$ cat config.mk
export PLATFORM = sky130hd
export DESIGN_NAME = layer6_feeder
export DESIGN_NICKNAME = d
export VERILOG_FILES = /design/src/rtl/layer_pkg.sv /design/src/rtl/layer6_feeder.sv
export SDC_FILE = /design/constraint.sdc
export NUM_CORES = 1
export LEC_CHECK = 0
export CORE_AREA = 2 2 279 198
export CTS_CLUSTER_DIAMETER = 100
export DETAILED_ROUTE_END_ITERATION = 6
export DIE_AREA = 0 0 281 200
export PLACE_DENSITY = 0.68
export SLEW_MARGIN = 10
export SYNTH_ARGS = -nofsm -noshare
export SYNTH_HDL_FRONTEND = slang
export SYNTH_SLANG_ARGS = --single-unit
export TNS_END_PERCENT = 10
$ cat constraint.sdc
create_clock -name clk -period 2.4 [get_ports clk]
set_input_delay 0.36 -clock clk [delete_from_list [all_inputs] [get_ports clk]]
set_output_delay 0.36 -clock clk [all_outputs]
set_load 0.01 [all_outputs]
$ cat src/rtl/layer_pkg.sv
// layer_pkg: shared word constants and feeder FSM encoding
package layer_pkg;
  localparam int WORD_W = 32;
  localparam logic [WORD_W-1:0] FP_ZERO = 32'h00000000;
  typedef enum logic [1:0] {ST_FILL, ST_SETTLE, ST_HOLD} feed_state_t;
endpackage

$ cat src/rtl/layer6_feeder.sv
// layer6_feeder: collects one frame of activations for a layer-6 node, waits for the
// float chain to settle, then captures and holds the node output until taken.
module layer6_feeder
  import layer_pkg::*;
#(
  parameter int N_IN = 15,
  parameter int SETTLE = 4
) (
  input  logic                   clk,
  input  logic                   rst_n,
  input  logic                   in_valid,
  output logic                   in_ready,
  input  logic [WORD_W-1:0]      in_data,
  input  logic                   in_last,
  output logic [N_IN*WORD_W-1:0] a_bus,
  input  logic [WORD_W-1:0]      node_n1,
  output logic                   res_valid,
  input  logic                   res_ready,
  output logic [WORD_W-1:0]      res_data,
  output logic                   len_err
);
  localparam int IW = N_IN > 1 ? $clog2(N_IN) : 1;
  localparam logic [IW-1:0] LAST = IW'(N_IN - 1);
  feed_state_t state;
  logic [IW-1:0] idx;
  logic [7:0] cnt;
  logic discard;
  logic take;
  assign in_ready = state == ST_FILL || discard;
  assign take = in_valid && in_ready;
  always_ff @(posedge clk or negedge rst_n)
    if (!rst_n) begin
      state <= ST_FILL;
      idx <= '0;
      cnt <= '0;
      discard <= 1'b0;
      a_bus <= '0;
      res_data <= '0;
      res_valid <= 1'b0;
      len_err <= 1'b0;
    end else
      case (state)
        ST_FILL:
          if (take) begin
            for (int k = 0; k < N_IN; k++)
              if (IW'(k) == idx) a_bus[k*WORD_W +: WORD_W] <= in_data;
              else if (in_last && IW'(k) > idx) a_bus[k*WORD_W +: WORD_W] <= FP_ZERO;
            if (in_last || idx == LAST) begin
              state <= ST_SETTLE;
              cnt <= '0;
              len_err <= !(in_last && idx == LAST);
              discard <= !in_last;
            end else
              idx <= idx + 1'b1;
          end
        ST_SETTLE: begin
          // overlong tail is swallowed here; capture waits until it has drained
          if (take && in_last) discard <= 1'b0;
          if (cnt != 8'(SETTLE)) cnt <= cnt + 1'b1;
          else if (!discard) begin
            res_data <= node_n1;
            res_valid <= 1'b1;
            state <= ST_HOLD;
          end
        end
        ST_HOLD:
          if (res_ready) begin
            res_valid <= 1'b0;
            len_err <= 1'b0;
            idx <= '0;
            state <= ST_FILL;
          end
        default: state <= ST_FILL;
      endcase
endmodule

## Word-level counts from Yosys, hierarchy flattened

Index checks and enable logic that the tools add are counted.
Widths: inputs -> output; s select.

| operators by class | value |
|---|---|
| $add $sub $neg | 2 |
| $lt $le $gt $ge | 15 |
| equal/unequal tests | 26 |
| muxes and demuxes | 55 |
| bitwise operators | 2 |
| reductions and logical operators | 64 |

Operators by type and width:

| kind | number |
|---|---|
| $mux 32 | 30 |
| $reduce_and 3->1 | 16 |
| $reduce_bool 2->1 | 18 |
| $eq 4x4->1 const A | 7 |
| $gt 4x4->1 const A | 7 |
| $mux 8 | 3 |
| $reduce_and 4->1 | 5 |
| $logic_and 1x1->1 | 18 |
| $eq 3x4->1 const A | 4 |
| $gt 3x4->1 const A | 4 |
| $pmux 8 s2 | 1 |
| $ne 2x2->1 const B | 7 |
| $mux 4 | 3 |
| $mux 2 | 5 |
| $add 8x1->8 const B | 1 |
| $eq 2x4->1 const A | 2 |
| $gt 1x4->1 const A | 2 |
| $gt 2x4->1 const A | 2 |
| $mux 1 | 8 |
| $ne 8x3->1 const B | 1 |
| $pmux 4 s2 | 1 |
| $pmux 1 s2 | 3 |
| $pmux 2 s3 | 1 |
| $reduce_and 5->1 | 1 |
| other kinds (11) | 14 |

| storage, ports and cells | value |
|---|---|
| bits in registers | 529 |
| bits of input ports | 69 |
| word-level logic and storage cells | 186 |

## Logic depth before layout (Yosys ltp)

Gate-level depths: netlist (run 1).

| logic depth | value |
|---|---|
| depth in word-level cells | 6 |
| depth in mapped cells | 8 |
| depth with buffers taken out | 5 |

## Worst setup path after synthesis (run 1)

No wires, ideal clock.

| path | value |
|---|---|
| path type | reg-to-reg |
| start | register cnt[5] |
| end | register res_data[10] |
| arrival | 1.914 ns |
| required time | 2.275 ns |
| path slack | 0.361 ns |
| stages on the path, launching flop included | 5 |
| buffers on the path | 1 |
| period minus slack after synthesis | 2.039 ns |
| cells stage by stage | dfrtp_1 -> or4_4 -> nor4_4 -> buf_6 -> mux2_2 |

| between the ends | value |
|---|---|
| longest elaborated chain between the ends | 3 |

RTL lines:

| element | line | source |
|---|---|---|
| from (decl) | layer6_feeder.sv:26 | `logic [7:0] cnt;` |
| from (signal assigned) | layer6_feeder.sv:59 | `if (cnt != 8'(SETTLE)) cnt <= cnt + 1'b1;` |
| $ne 8x3->1 | layer6_feeder.sv:59 |  |
| $not 1->1 (no line) | - |  |
| $reduce_and 3->1 (no line) | - |  |
| to (signal assigned) | layer6_feeder.sv:61 | `res_data <= node_n1;` |
| to (decl) | layer6_feeder.sv:19 | `output logic [WORD_W-1:0] res_data,` |

No other way between the ends.
A chain may end at the register's enable or synchronous reset.

## Final worst setup path (run 1)

| path | value |
|---|---|
| start | register state[0] |
| end | output port in_ready |

| between the ends | value |
|---|---|
| longest elaborated chain between the ends | 2 |

RTL lines:

| element | line | source |
|---|---|---|
| from (decl) | layer6_feeder.sv:24 | `feed_state_t state;` |
| from (signal assigned) | layer6_feeder.sv:33 | `state <= ST_FILL;` |
| from (signal assigned) | layer6_feeder.sv:49 | `state <= ST_SETTLE;` |
| from (signal assigned) | layer6_feeder.sv:63 | `state <= ST_HOLD;` |
| $logic_not 2->1 | layer6_feeder.sv:29 | `assign in_ready = state == ST_FILL \|\| discard;` |
| $logic_or 1x1->1 | layer6_feeder.sv:29 |  |
| to (decl) | layer6_feeder.sv:12 | `output logic in_ready,` |

No other way between the ends.

==> results by group, run 1 <==
Clock tree
  – Max H-tree Level: 2
  – Post-CTS setup buffer count: 0
  – Clk buf depth: 3
  – Worst-path clk slew: 60 ps
  – Worst-Skew Late Latency: 590 ps
  – Clk sinks: 529
  – Clock buffers created by TritonCTS: 52
  – TritonCTS clock tree: yes
  – CTS Root Cell: clkbuf_16

Die
  – Standard-cell rows: 71
  – Core ar.: 53,390 um^2
  – Die height: 200 um
  – Die W: 281 um
  – I/O pin count: 584
  – Die ar.: 56,200 um^2
  – Initial Utilization: 0.3979

Worst setup path
  – Worst reg-to-reg path cell count: 6
  – CP endpoint kind: output port
  – Critical R2R Capture: a_bus[64]
  – FF-to-FF Start: idx[1]
  – CP max-delay cell: clkdlybuf4s50_1
  – CP Class: register to output port
  – Buf+Inv Stages, Crit Path: 2
  – Worst stage delay on the critical path: 570 ps
  – Critical Path RT: 2040 ps
  – Reg2reg setup slack: 120 ps
  – Arr. time, crit path: 1930 ps
  – CP startpoint kind: register
  – Critical-path cell list: buf_4 > o21bai_2 > clkdlybuf4s50_1
  – Crit-path leading delay family: buffers and inverters
  – Worst Path Max Fanout: 9

Yosys
  – Synth top area share: 0.6232
  – Synth area leaders: dfrtp_1 62%, a22o_1 11%, nand3_1 3.9%
  – Simple-Gate Fraction of Synth Area: 0.09201
  – Mux share of post-synthesis cell area: 0.03440
  – Ys async rst share: 1.000
  – Largest family of logic cells by synthesized area: compound AO/OA/AOI/OAI gates
  – Avg Cell Area, Syn: 11.72 um^2
  – Net Count, Synth: 1,887
  – Post-synth top flop: dfrtp_1
  – Complex-gate fraction of the synthesized area: 0.1889
  – Syn. warnings: 0
  – Yosys reg bits: 529
  – EDFF count, synth: 0
  – Sequential share of the synthesized area: 0.6232
  – Adder-cell share of the synthesized area: 0.002945
  – Area leader, netlist: dfrtp_1
  – Synth Area in XOR/XNOR: 0
  – Post-Syn Area: 21,240 um^2
  – Post-Synthesis Cells: 1,813
  – Synth unique cells: 61

Global routing
  – All-Layer GR Usage: 0.2880
  – Antenna violations before repair: 3
  – First-pass GRT wire length: 120,600 um
  – Total grt overflow: 0
  – Largest net degree at the start of global routing: 69
  – Vias in the first global route: 17,990

Drt
  – Routed len/inst: 26.20 um
  – Vias/cell: 5.729
  – Detailed Route WL: 82,580 um
  – Initial DRC count: 1,581
  – Final ANT Viol Nets: 0
  – Pre-antenna DRT Iters: 5
  – # DRC: 0
  – Via Count: 18,060

Final layout
  – Area Growth Syn to Fin: 43.00%
  – Fin cells: 3,152
  – Share of layout cells above drive strength 1: 0.1264
  – Final #Nets: 2,455
  – # fillers: 4,305

Timing
  – Setup TNS: 0 ps
  – Fin crit period: 2290 ps
  – Pins Over Slew Limit: 0
  – Final setup fails: 0
  – RSZ-0062 raised after global routing: no
  – Least-Margin Pin Slew: 1149 ps
  – Final worst path period share: 0.9541
  – FMAX: 436.7 MHz
  – Slew margin rel.: 0.2313
  – Final hold vios: 0
  – Clock Skew: 9.906 ps

Outcome
  – Outcome: finished, final reports clean

Power and ir drop
  – Max IR drop VDD: 0.6107 mV
  – PwrDens: 1064 nW/um^2
  – LEAKAGE: 0.01368 uW

Run
  – Max Cap Violations: 0

Place
  – GP Congestion: 0.8713
  – Detailed Place HPWL: 56,480 um
  – Port Buffers: 583
  – Placed Instances: 3,056

Min path
  – Hold/Removal Path Class: input port to async pin
==> cell usage in the layout (no fill, tap or decap), types with 7 or more instances in the layout <==
cell type / netlist / final
nand3_1: 167 / 166
nand2_1: 135 / 134
clkbuf_1: 153 / 14
inv_1: 102 / 102
buf_12: 0 / 29
clkinv_2: 0 / 10
clkdlybuf4s50_1: 0 / 582
a22o_1: 256 / 256
o211ai_1: 67 / 67
o21ai_0: 103 / 103
o31ai_1: 67 / 67
nand4_1: 35 / 35
a21oi_1: 8 / 7
mux2_2: 62 / 62
dfrtp_1: 529 / 529
buf_4: 1 / 99
clkbuf_8: 0 / 9
clkbuf_16: 0 / 53
==> layout make-up <==
type | instances | area [um^2] | area share
multi-input cells | 984 | 6943 | 0.2286
clock inverters | 17 | 216.5 | 0.007126
repair buffers | 712 | 7174 | 0.2362
clock buffers | 76 | 1503 | 0.04947
well taps | 730 | 913.4 | 0.03007
diodes | 2 | 5.005 | 0.0001648
flip-flops and latches | 529 | 13240 | 0.4358
inverters | 102 | 382.9 | 0.01260
==> repair_timing <==
action | in CTS | in global routing
hold buffers | 1 | 0
endpoints found under the hold margin | 43 | 0
gates resized for setup | 0 | 1
endpoints found under the setup margin | 0 | 1
==> through the flow <==
stage          utilization  hold WS, ps  setup slack, ps  area [um^2]  power [uW]
2_1_floorplan            -        64.41            361.1        21240       17660
3_3_place_gp        0.5364        370.1            85.09        28640       23740
3_5_place_dp        0.5364        373.7            55.84        28640       24020
4_1_cts             0.5688        349.3            10.47        30370       32470
5_1_grt             0.5689        372.0            64.15        30370       33840
6_report            0.5689        355.5            110.1        30380       32330
==> report_power, final <==
group / internal (uW) / leakage, uW / switching, uW
combinational: 5740 / 0.00620 / 5730
clock: 4870 / 0.000849 / 3510
sequential: 11000 / 0.00664 / 1510
==> routing by layer <==
layer / wire length, um / vias up / global-route usage / share of wire
li1: - / 7692 / - / -
met2: 37190 / 1025 / 0.4455 / 0.45
met3: 8212 / 166 / 0.07554 / 0.099
met5: 13 / - / 0 / 0.00016
met4: 2473 / 2 / 0.09309 / 0.030
met1: 34690 / 9174 / 0.3974 / 0.42
==> flip-flops by register name (all words and copies together) (netlist names) <==
| signal | cells |
|---|---|
| a_bus | 480 |
| res_data | 32 |
| cnt | 8 |
| idx | 4 |
| state | 2 |
| discard | 1 |
| len_err | 1 |
| res_valid | 1 |
==> synthesized netlist by cell type (all sizes together) (4+ instances only) <==
master  instances
o31ai          67
nor2b           5
a31oi           5
nand3         167
nand4          35
a21oi           8
clkbuf        153
nand2         135
buf            45
nand2b          7
ha              5
dfrtp         529
and2           10
o211ai         67
o21ai         105
or3             4
mux2           64
a22o          256
inv           102
==> cell families after synthesis <==
group / after synthesis
adder cells (fa/ha/maj): 5
buffers and inverters: 300
multiplexers: 65
AO/OA/AOI/OAI: 526
flip-flops: 529
AND/OR/NAND/NOR: 388
==> worst max-delay path by stage <==
stage	start	end	slack (ps)	cells after the start
finish	state[0]	in_ready	110	3
global route	state[0]	in_ready	60	3
CTS	state[0]	in_ready	10	3
detailed placement	in_last	a_bus[64]	60	5
global placement	in_valid	a_bus[360]	90	5
floorplan	cnt[5]	res_data[10]	360	4
==> worst reg2reg max path, stage by stage (launching register included) <==
cell     delay [ps]
dfrtp_1         420
buf_4           200
ha_1            210
or4b_2          610
buf_4           260
o21ai_0         290
o21ai_0         150
(Power assumes the default switching activity.)
==> run 2, diff against run 1 <==
--- a/config.mk
+++ b/config.mk
@@ -10,6 +10,7 @@
 export DETAILED_ROUTE_END_ITERATION = 6
 export DIE_AREA = 0 0 281 200
 export PLACE_DENSITY = 0.68
+export RECOVER_POWER = 25
 export SLEW_MARGIN = 10
 export SYNTH_ARGS = -nofsm -noshare
 export SYNTH_HDL_FRONTEND = slang
==> results by group, run 2 (synthesis results as in run 1) <==
Global routing
  – Vias in the first global route: 17,990 (unchanged)
  – Total grt overflow: 0 (unchanged)
  – Antenna violations before repair: 3 (unchanged)
  – All-Layer GR Usage: 0.2880 (unchanged)
  – Largest net degree at the start of global routing: 69 (unchanged)
  – First-pass GRT wire length: 120,600 um (unchanged)

Drt
  – Pre-antenna DRT Iters: 5 (unchanged)
  – Vias/cell: 5.715 (was 5.729)
  – Detailed Route WL: 82,560 um (was 82,580 um)
  – Via Count: 18,010 (was 18,060)
  – Final ANT Viol Nets: 0 (unchanged)
  – Initial DRC count: 1,618 (was 1,581)
  – Routed len/inst: 26.20 um (about the same)
  – # DRC: 0 (unchanged)

Clock tree
  – Clk sinks: 529 (unchanged)
  – Clock buffers created by TritonCTS: 52 (unchanged)
  – Clk buf depth: 3 (unchanged)
  – Worst-path clk slew: 60 ps (about the same)
  – TritonCTS clock tree: yes (unchanged)
  – Max H-tree Level: 2 (unchanged)
  – CTS Root Cell: clkbuf_16 (unchanged)
  – Worst-Skew Late Latency: 590 ps (about the same)

Run
  – Max Cap Violations: 0 (unchanged)

Timing
  – Clock Skew: 10.98 ps (was 9.906 ps)
  – Fin crit period: 2284 ps (was 2290 ps)
  – Pins Over Slew Limit: 0 (unchanged)
  – Slew margin rel.: 0.1533 (was 0.2313)
  – FMAX: 437.8 MHz (was 436.7 MHz)
  – Least-Margin Pin Slew: 1270 ps (was 1149 ps)
  – RSZ-0062 raised after global routing: no (unchanged)
  – Fin Hold WS: 327.9 ps (was 355.5 ps)
  – Final hold vios: 0 (unchanged)
  – Final worst path period share: 0.9517 (was 0.9541)
  – Final setup fails: 0 (unchanged)
  – Setup TNS: 0 ps (unchanged)

Worst setup path
  – Critical path launch point: state[0] (unchanged)
  – Arr. time, crit path: 1920 ps (was 1930 ps)
  – CP endpoint kind: output port (unchanged)
  – CP startpoint kind: register (unchanged)
  – Worst Path Max Fanout: 9 (unchanged)
  – CP Class: register to output port (unchanged)
  – Critical Path RT: 2040 ps (about the same)
  – FF-to-FF Start: idx[1] (unchanged)

Final layout
  – Area Growth Syn to Fin: 42.50% (was 43.00%)
  – Multi-input logic area: 6943 um^2 (unchanged)
  – Share of layout cells above drive strength 1: 0.1231 (was 0.1264)
  – Register cell area after layout: 13,240 um^2 (unchanged)
  – Reg with most FFs: a_bus (unchanged)
  – Final core utilization: 0.5670 (was 0.5689)
  – Most frequent cells in the layout: 582 x clkdlybuf4s50_1, 529 x dfrtp_1, 256 x a22o_1, 166 x nand3_1, 134 x nand2_1 (unchanged)
  – # fillers: 4,318 (was 4,305)
  – Most common cell after layout, fill and taps aside: clkdlybuf4s50_1 (unchanged)
  – Largest register FFs: 480 (unchanged)
  – Final #Nets: 2,455 (unchanged)
  – Largest regs: a_bus x480, res_data x32, cnt x8 (unchanged)

Place
  – GP Congestion: 0.8713 (unchanged)
  – Detailed Place HPWL: 56,480 um (unchanged)
  – Port Buffers: 583 (unchanged)

Power and ir drop
  – PwrDens: 1067 nW/um^2 (was 1064 nW/um^2)
  – Max IR drop VDD: 0.6067 mV (was 0.6107 mV)
  – Power after layout: 32,310 uW (was 32,330 uW)
  – LEAKAGE: 0.01363 uW (was 0.01368 uW)

Die
  – I/O pin count: 584 (unchanged)
  – Standard-cell rows: 71 (unchanged)
  – Die height: 200 um (unchanged)
  – Initial Utilization: 0.3979 (unchanged)
  – Core ar.: 53,390 um^2 (unchanged)
  – Die ar.: 56,200 um^2 (unchanged)
  – Die W: 281 um (unchanged)

Outcome
  – Outcome: finished, final reports clean (unchanged)

Min path
  – Hold/Removal Path Class: input port to async pin (unchanged)
[run 2: cell count changes in the layout (fill, tap and decap cells not counted), sizes merged]
cell    delta
diode      -1
buf       -12
clkbuf    +12
[run 2: cell type report]
cell class	count	share of cell area
multi-input cells	984	0.2294
inverters	102	0.01265
clock buffers	76	0.04964
flip-flops and latches	529	0.4373
repair buffers	712	0.2336
well taps	730	0.03017
diodes	1	0.00008267
clock inverters	17	0.007151
[run 2: final timing paths]
path                          endpoint  slack (ps)  depth (start not counted)
max in group asynchronous   a_bus[345]         420                          3
setup reg to reg             a_bus[64]         120                          6
hold / removal              a_bus[268]         330                          2
setup / recovery              in_ready         120                          3
min in group clk           res_data[8]         390                          2
hold reg to reg              res_valid         490                          1
[run 2: metrics by stage]
stage,setup WS [ps],cell area (um^2),instances
6_report,115.9,30270,3151
5_1_grt,64.15,30270,3151
4_1_cts,10.47,30370,3150
3_5_place_dp,55.84,28640,3056
3_3_place_gp,85.09,28640,3056
2_1_floorplan,361.1,21240,1813
[run 2: per-layer routing]
metal	global-route usage	share of wire	vias to the layer above
met5	0	0.00016	-
met4	0.09309	0.030	2
met3	0.07554	0.098	167
met2	0.4455	0.45	1030
met1	0.3974	0.42	9112
li1	-	-	7696
[run 2: critical path, cell delays in order (launching register included)]
cell,delay [ps]
dfrtp_1,390
buf_4,190
o21bai_2,200
clkdlybuf4s50_1,570
[run 2: power by group]
group | internal (uW) | total (uW) | switching [uW]
registers | 11000 | 12500 | 1510
clock network | 4860 | 8370 | 3510
logic | 5720 | 11500 | 5740
total | 21600 | 32300 | 10800
[run 2: what timing repair did]
| item | 4_1_cts | 5_1_grt |
|---|---|---|
| gates resized for setup | 0 | 1 |
| hold buffers | 1 | 0 |
| endpoints found under the setup margin | 0 | 1 |
| hold endpoints to repair | 43 | 0 |
| setup buffers | 0 | 0 |
==> run 3, diff against run 2 <==
--- a/config.mk
+++ b/config.mk
@@ -9,6 +9,7 @@
 export CTS_CLUSTER_DIAMETER = 100
 export DETAILED_ROUTE_END_ITERATION = 6
 export DIE_AREA = 0 0 281 200
+export GPL_TIMING_DRIVEN = 0
 export PLACE_DENSITY = 0.68
 export RECOVER_POWER = 25
 export SLEW_MARGIN = 10
==> results by group, run 3 (synthesis results as in run 1) <==
Global routing
  – GRT Max-Usage Layer: met2 (unchanged)
  – Vias in the first global route: 18,150 (was 17,990)
  – Met2 Use GR: 0.4529 (was 0.4455)
  – First-pass GRT wire length: 120,800 um (was 120,600 um)
  – Largest net degree at the start of global routing: 113 (was 69)
  – Total grt overflow: 0 (unchanged)
  – Met1 Track Usage GR: 0.3891 (was 0.3974)
  – All-Layer GR Usage: 0.2890 (was 0.2880)
  – Antenna violations before repair: 3 (unchanged)
  – Met3 usage: 0.09043 (was 0.07554)

Die
  – Die height: 200 um (unchanged)
  – I/O pin count: 584 (unchanged)
  – Initial Utilization: 0.3979 (unchanged)
  – Standard-cell rows: 71 (unchanged)
  – Core ar.: 53,390 um^2 (unchanged)
  – Die W: 281 um (unchanged)
  – Die ar.: 56,200 um^2 (unchanged)

Min path
  – Hold/Removal Path Class: input port to async pin (unchanged)

Timing
  – Final hold vios: 0 (unchanged)
  – Worst setup margin: -48.15 ps (was 115.9 ps)
  – Least-Margin Pin Slew: 1561 ps (was 1270 ps)
  – Clock Skew: 19.04 ps (was 10.98 ps)
  – Slew margin rel.: -0.04062 (was 0.1533)
  – Fin crit period: 2448 ps (was 2284 ps)
  – Pins Over Slew Limit: 113 (was 0)
  – Final setup fails: 20 (was 0)
  – FMAX: 408.5 MHz (was 437.8 MHz)
  – Final worst path period share: 1.020 (was 0.9517)
  – RSZ-0062 raised after global routing: yes (was no)

Power and ir drop
  – Combinational power share: 0.358 (was 0.354)
  – Internal Power: 22,580 uW (was 21,550 uW)
  – Max IR drop VDD: 0.6010 mV (was 0.6067 mV)
  – Sequential power share: 0.375 (was 0.386)
  – LEAKAGE: 0.01367 uW (was 0.01363 uW)
  – Power share of the clock group: 0.267 (was 0.259)
  – Switching pwr: 11,280 uW (was 10,760 uW)
  – Switching Fraction: 0.3331 (was 0.3330)
  – PwrDens: 1117 nW/um^2 (was 1067 nW/um^2)

Final layout
  – Most frequent cells in the layout: 581 x clkdlybuf4s50_1, 529 x dfrtp_1, 256 x a22o_1, 167 x nand3_1, 134 x nand2_1 (was 582 x clkdlybuf4s50_1, 529 x dfrtp_1, 256 x a22o_1, 166 x nand3_1, 134 x nand2_1)
  – Multi-input logic area: 6874 um^2 (was 6943 um^2)
  – # fillers: 4,446 (was 4,318)
  – Reg with most FFs: a_bus (unchanged)
  – Most common cell after layout, fill and taps aside: clkdlybuf4s50_1 (unchanged)
  – Register cell area after layout: 13,240 um^2 (unchanged)
  – Largest regs: a_bus x480, res_data x32, cnt x8 (unchanged)
  – Largest register FFs: 480 (unchanged)
  – Final core utilization: 0.5679 (was 0.5670)
  – Design area: 30,320 um^2 (was 30,270 um^2)
  – Area Growth Syn to Fin: 42.73% (was 42.50%)
  – Final #Nets: 2,539 (was 2,455)
  – Share of layout cells above drive strength 1: 0.1115 (was 0.1231)

Place
  – Placement Cell Area: 28,170 um^2 (was 28,640 um^2)
  – GP Congestion: 0.8644 (was 0.8713)
  – Port Buffers: 583 (unchanged)
  – Pre-CTS WS: -814.7 ps (was 55.84 ps)
  – Detailed Place HPWL: 59,210 um (was 56,480 um)

Clock tree
  – CTS Root Cell: clkbuf_16 (unchanged)
  – Clk sinks: 529 (unchanged)
  – Max H-tree Level: 2 (unchanged)
  – TritonCTS clock tree: yes (unchanged)
  – Clock buffers created by TritonCTS: 52 (unchanged)
  – Worst-path clk slew: 70 ps (was 60 ps)
  – Clk buf depth: 3 (unchanged)
  – Worst-Skew Late Latency: 600 ps (was 590 ps)

Drt
  – # DRC: 0 (unchanged)
  – Detailed Route WL: 83,480 um (was 82,560 um)
  – Routed len/inst: 25.80 um (was 26.20 um)
  – Via Count: 18,350 (was 18,010)
  – Final ANT Viol Nets: 0 (unchanged)
  – Pre-antenna DRT Iters: 6 (was 5)
  – Initial DRC count: 1,856 (was 1,618)
  – Vias/cell: 5.670 (was 5.715)

Worst setup path
  – Critical Path RT: 2860 ps (was 2040 ps)
  – Reg2reg setup slack: -50 ps (was 120 ps)
  – Worst reg-to-reg path cell count: 5 (was 6)
  – Critical R2R Capture: a_bus[312] (was a_bus[64])
  – Critical-path cell list: buf_2 > nor2_2 > o221a_2 > clkbuf_1 > o21ai_0 (was buf_4 > o21bai_2 > clkdlybuf4s50_1)
  – Worst stage delay on the critical path: 590 ps (was 570 ps)
  – FF-to-FF Start: idx[2] (was idx[1])
  – Arr. time, crit path: 2910 ps (was 1920 ps)
  – Worst Path Max Fanout: 10 (was 9)
  – CP endpoint kind: register (was output port)
  – CP max-delay cell: nor2_2 (was clkdlybuf4s50_1)
  – CP Class: register to register (was register to output port)
  – CP startpoint kind: register (unchanged)

Outcome
  – Failing checks: max-capacitance violations, max-slew violations, negative setup slack
  – Outcome: complete, but fails checks (was finished, final reports clean)

Run
  – Max Cap Violations: 1 (was 0)
run 3: cell types whose count changed in the layout (fill, tap and decap cells not counted), moves of 3 or more:
cell       change
buf_6         +13
buf_12        -21
clkbuf_1      +88
buf_4         -78
bufinv_16      +5
buf_2         +17
clkbuf_4      +11
and2_2         -4
diode_2        +3
buf_16         +3
clkbuf_2      +45
clkinv_2       -7
run 3: layer usage:
metal  part of all wire  up-vias
li1                   -     7855
met1               0.42     9393
met2               0.46      971
met3               0.10      126
met4              0.024        2
met5            0.00016        -
run 3: power by group through the flow:
stage / clock network, uW / registers, uW / logic (uW)
2_1_floorplan: 0 / 13500 / 4160
3_3_place_gp: 0 / 12700 / 11700
3_5_place_dp: 0 / 12800 / 11900
4_1_cts: 9140 / 12700 / 12000
5_1_grt: 9500 / 12900 / 12900
6_report: 9050 / 12700 / 12100
run 3: what timing repair did:
item / in CTS / in global routing
endpoints found under the setup margin: 502 / 394
hold buffers: 1 / 0
gates resized for setup: 48 / 69
buffers inserted: 3 / 8
pin swaps: 3 / 5
endpoints found under the hold margin: 37 / 0
run 3: worst max-delay path, delay by kind of cell, from the launching register on:
kind	cells	cell delay (ps)
AOI/OAI and AO/OA	2	700
buffers and inverters	2	620
and+or+nand+nor	1	590
DFF	1	410
run 3: layout make-up:
cell class	instances	share of cell area
Sequential cell	529	0.4366
Multi-Input combinational cell	984	0.2267
Timing Repair Buffer	601	0.2007
Clock buffer	73	0.04952
Buffer	195	0.03157
Tap cell	730	0.03013
Inverter	102	0.01263
Clock inverter	18	0.01176
Antenna cell	4	0.0003301
run 3: stage by stage:
| step | power (uW) | TNS (ps) | hold WS (ps) | instances |
|---|---|---|---|---|
| finish | 33850 | -591.1 | 220.9 | 3236 |
| global route | 35310 | -11380 | 231.7 | 3233 |
| CTS | 33800 | -7436 | 216.1 | 3225 |
| detailed placement | 24640 | -239940 | 259.4 | 3132 |
| global placement | 24390 | - | 463.7 | 3126 |
| floorplan | 17660 | 0 | 64.41 | 1813 |
run 3: worst max-delay path by stage:
stage | start | end | slack (ps)
floorplan | cnt[5] | res_data[10] | 360
global placement | rst_n | res_data[13] | -22020
detailed placement | in_valid | a_bus[190] | -810
CTS | idx[1] | a_bus[402] | -210
global route | idx[2] | a_bus[313] | -150
finish | idx[2] | a_bus[312] | -50
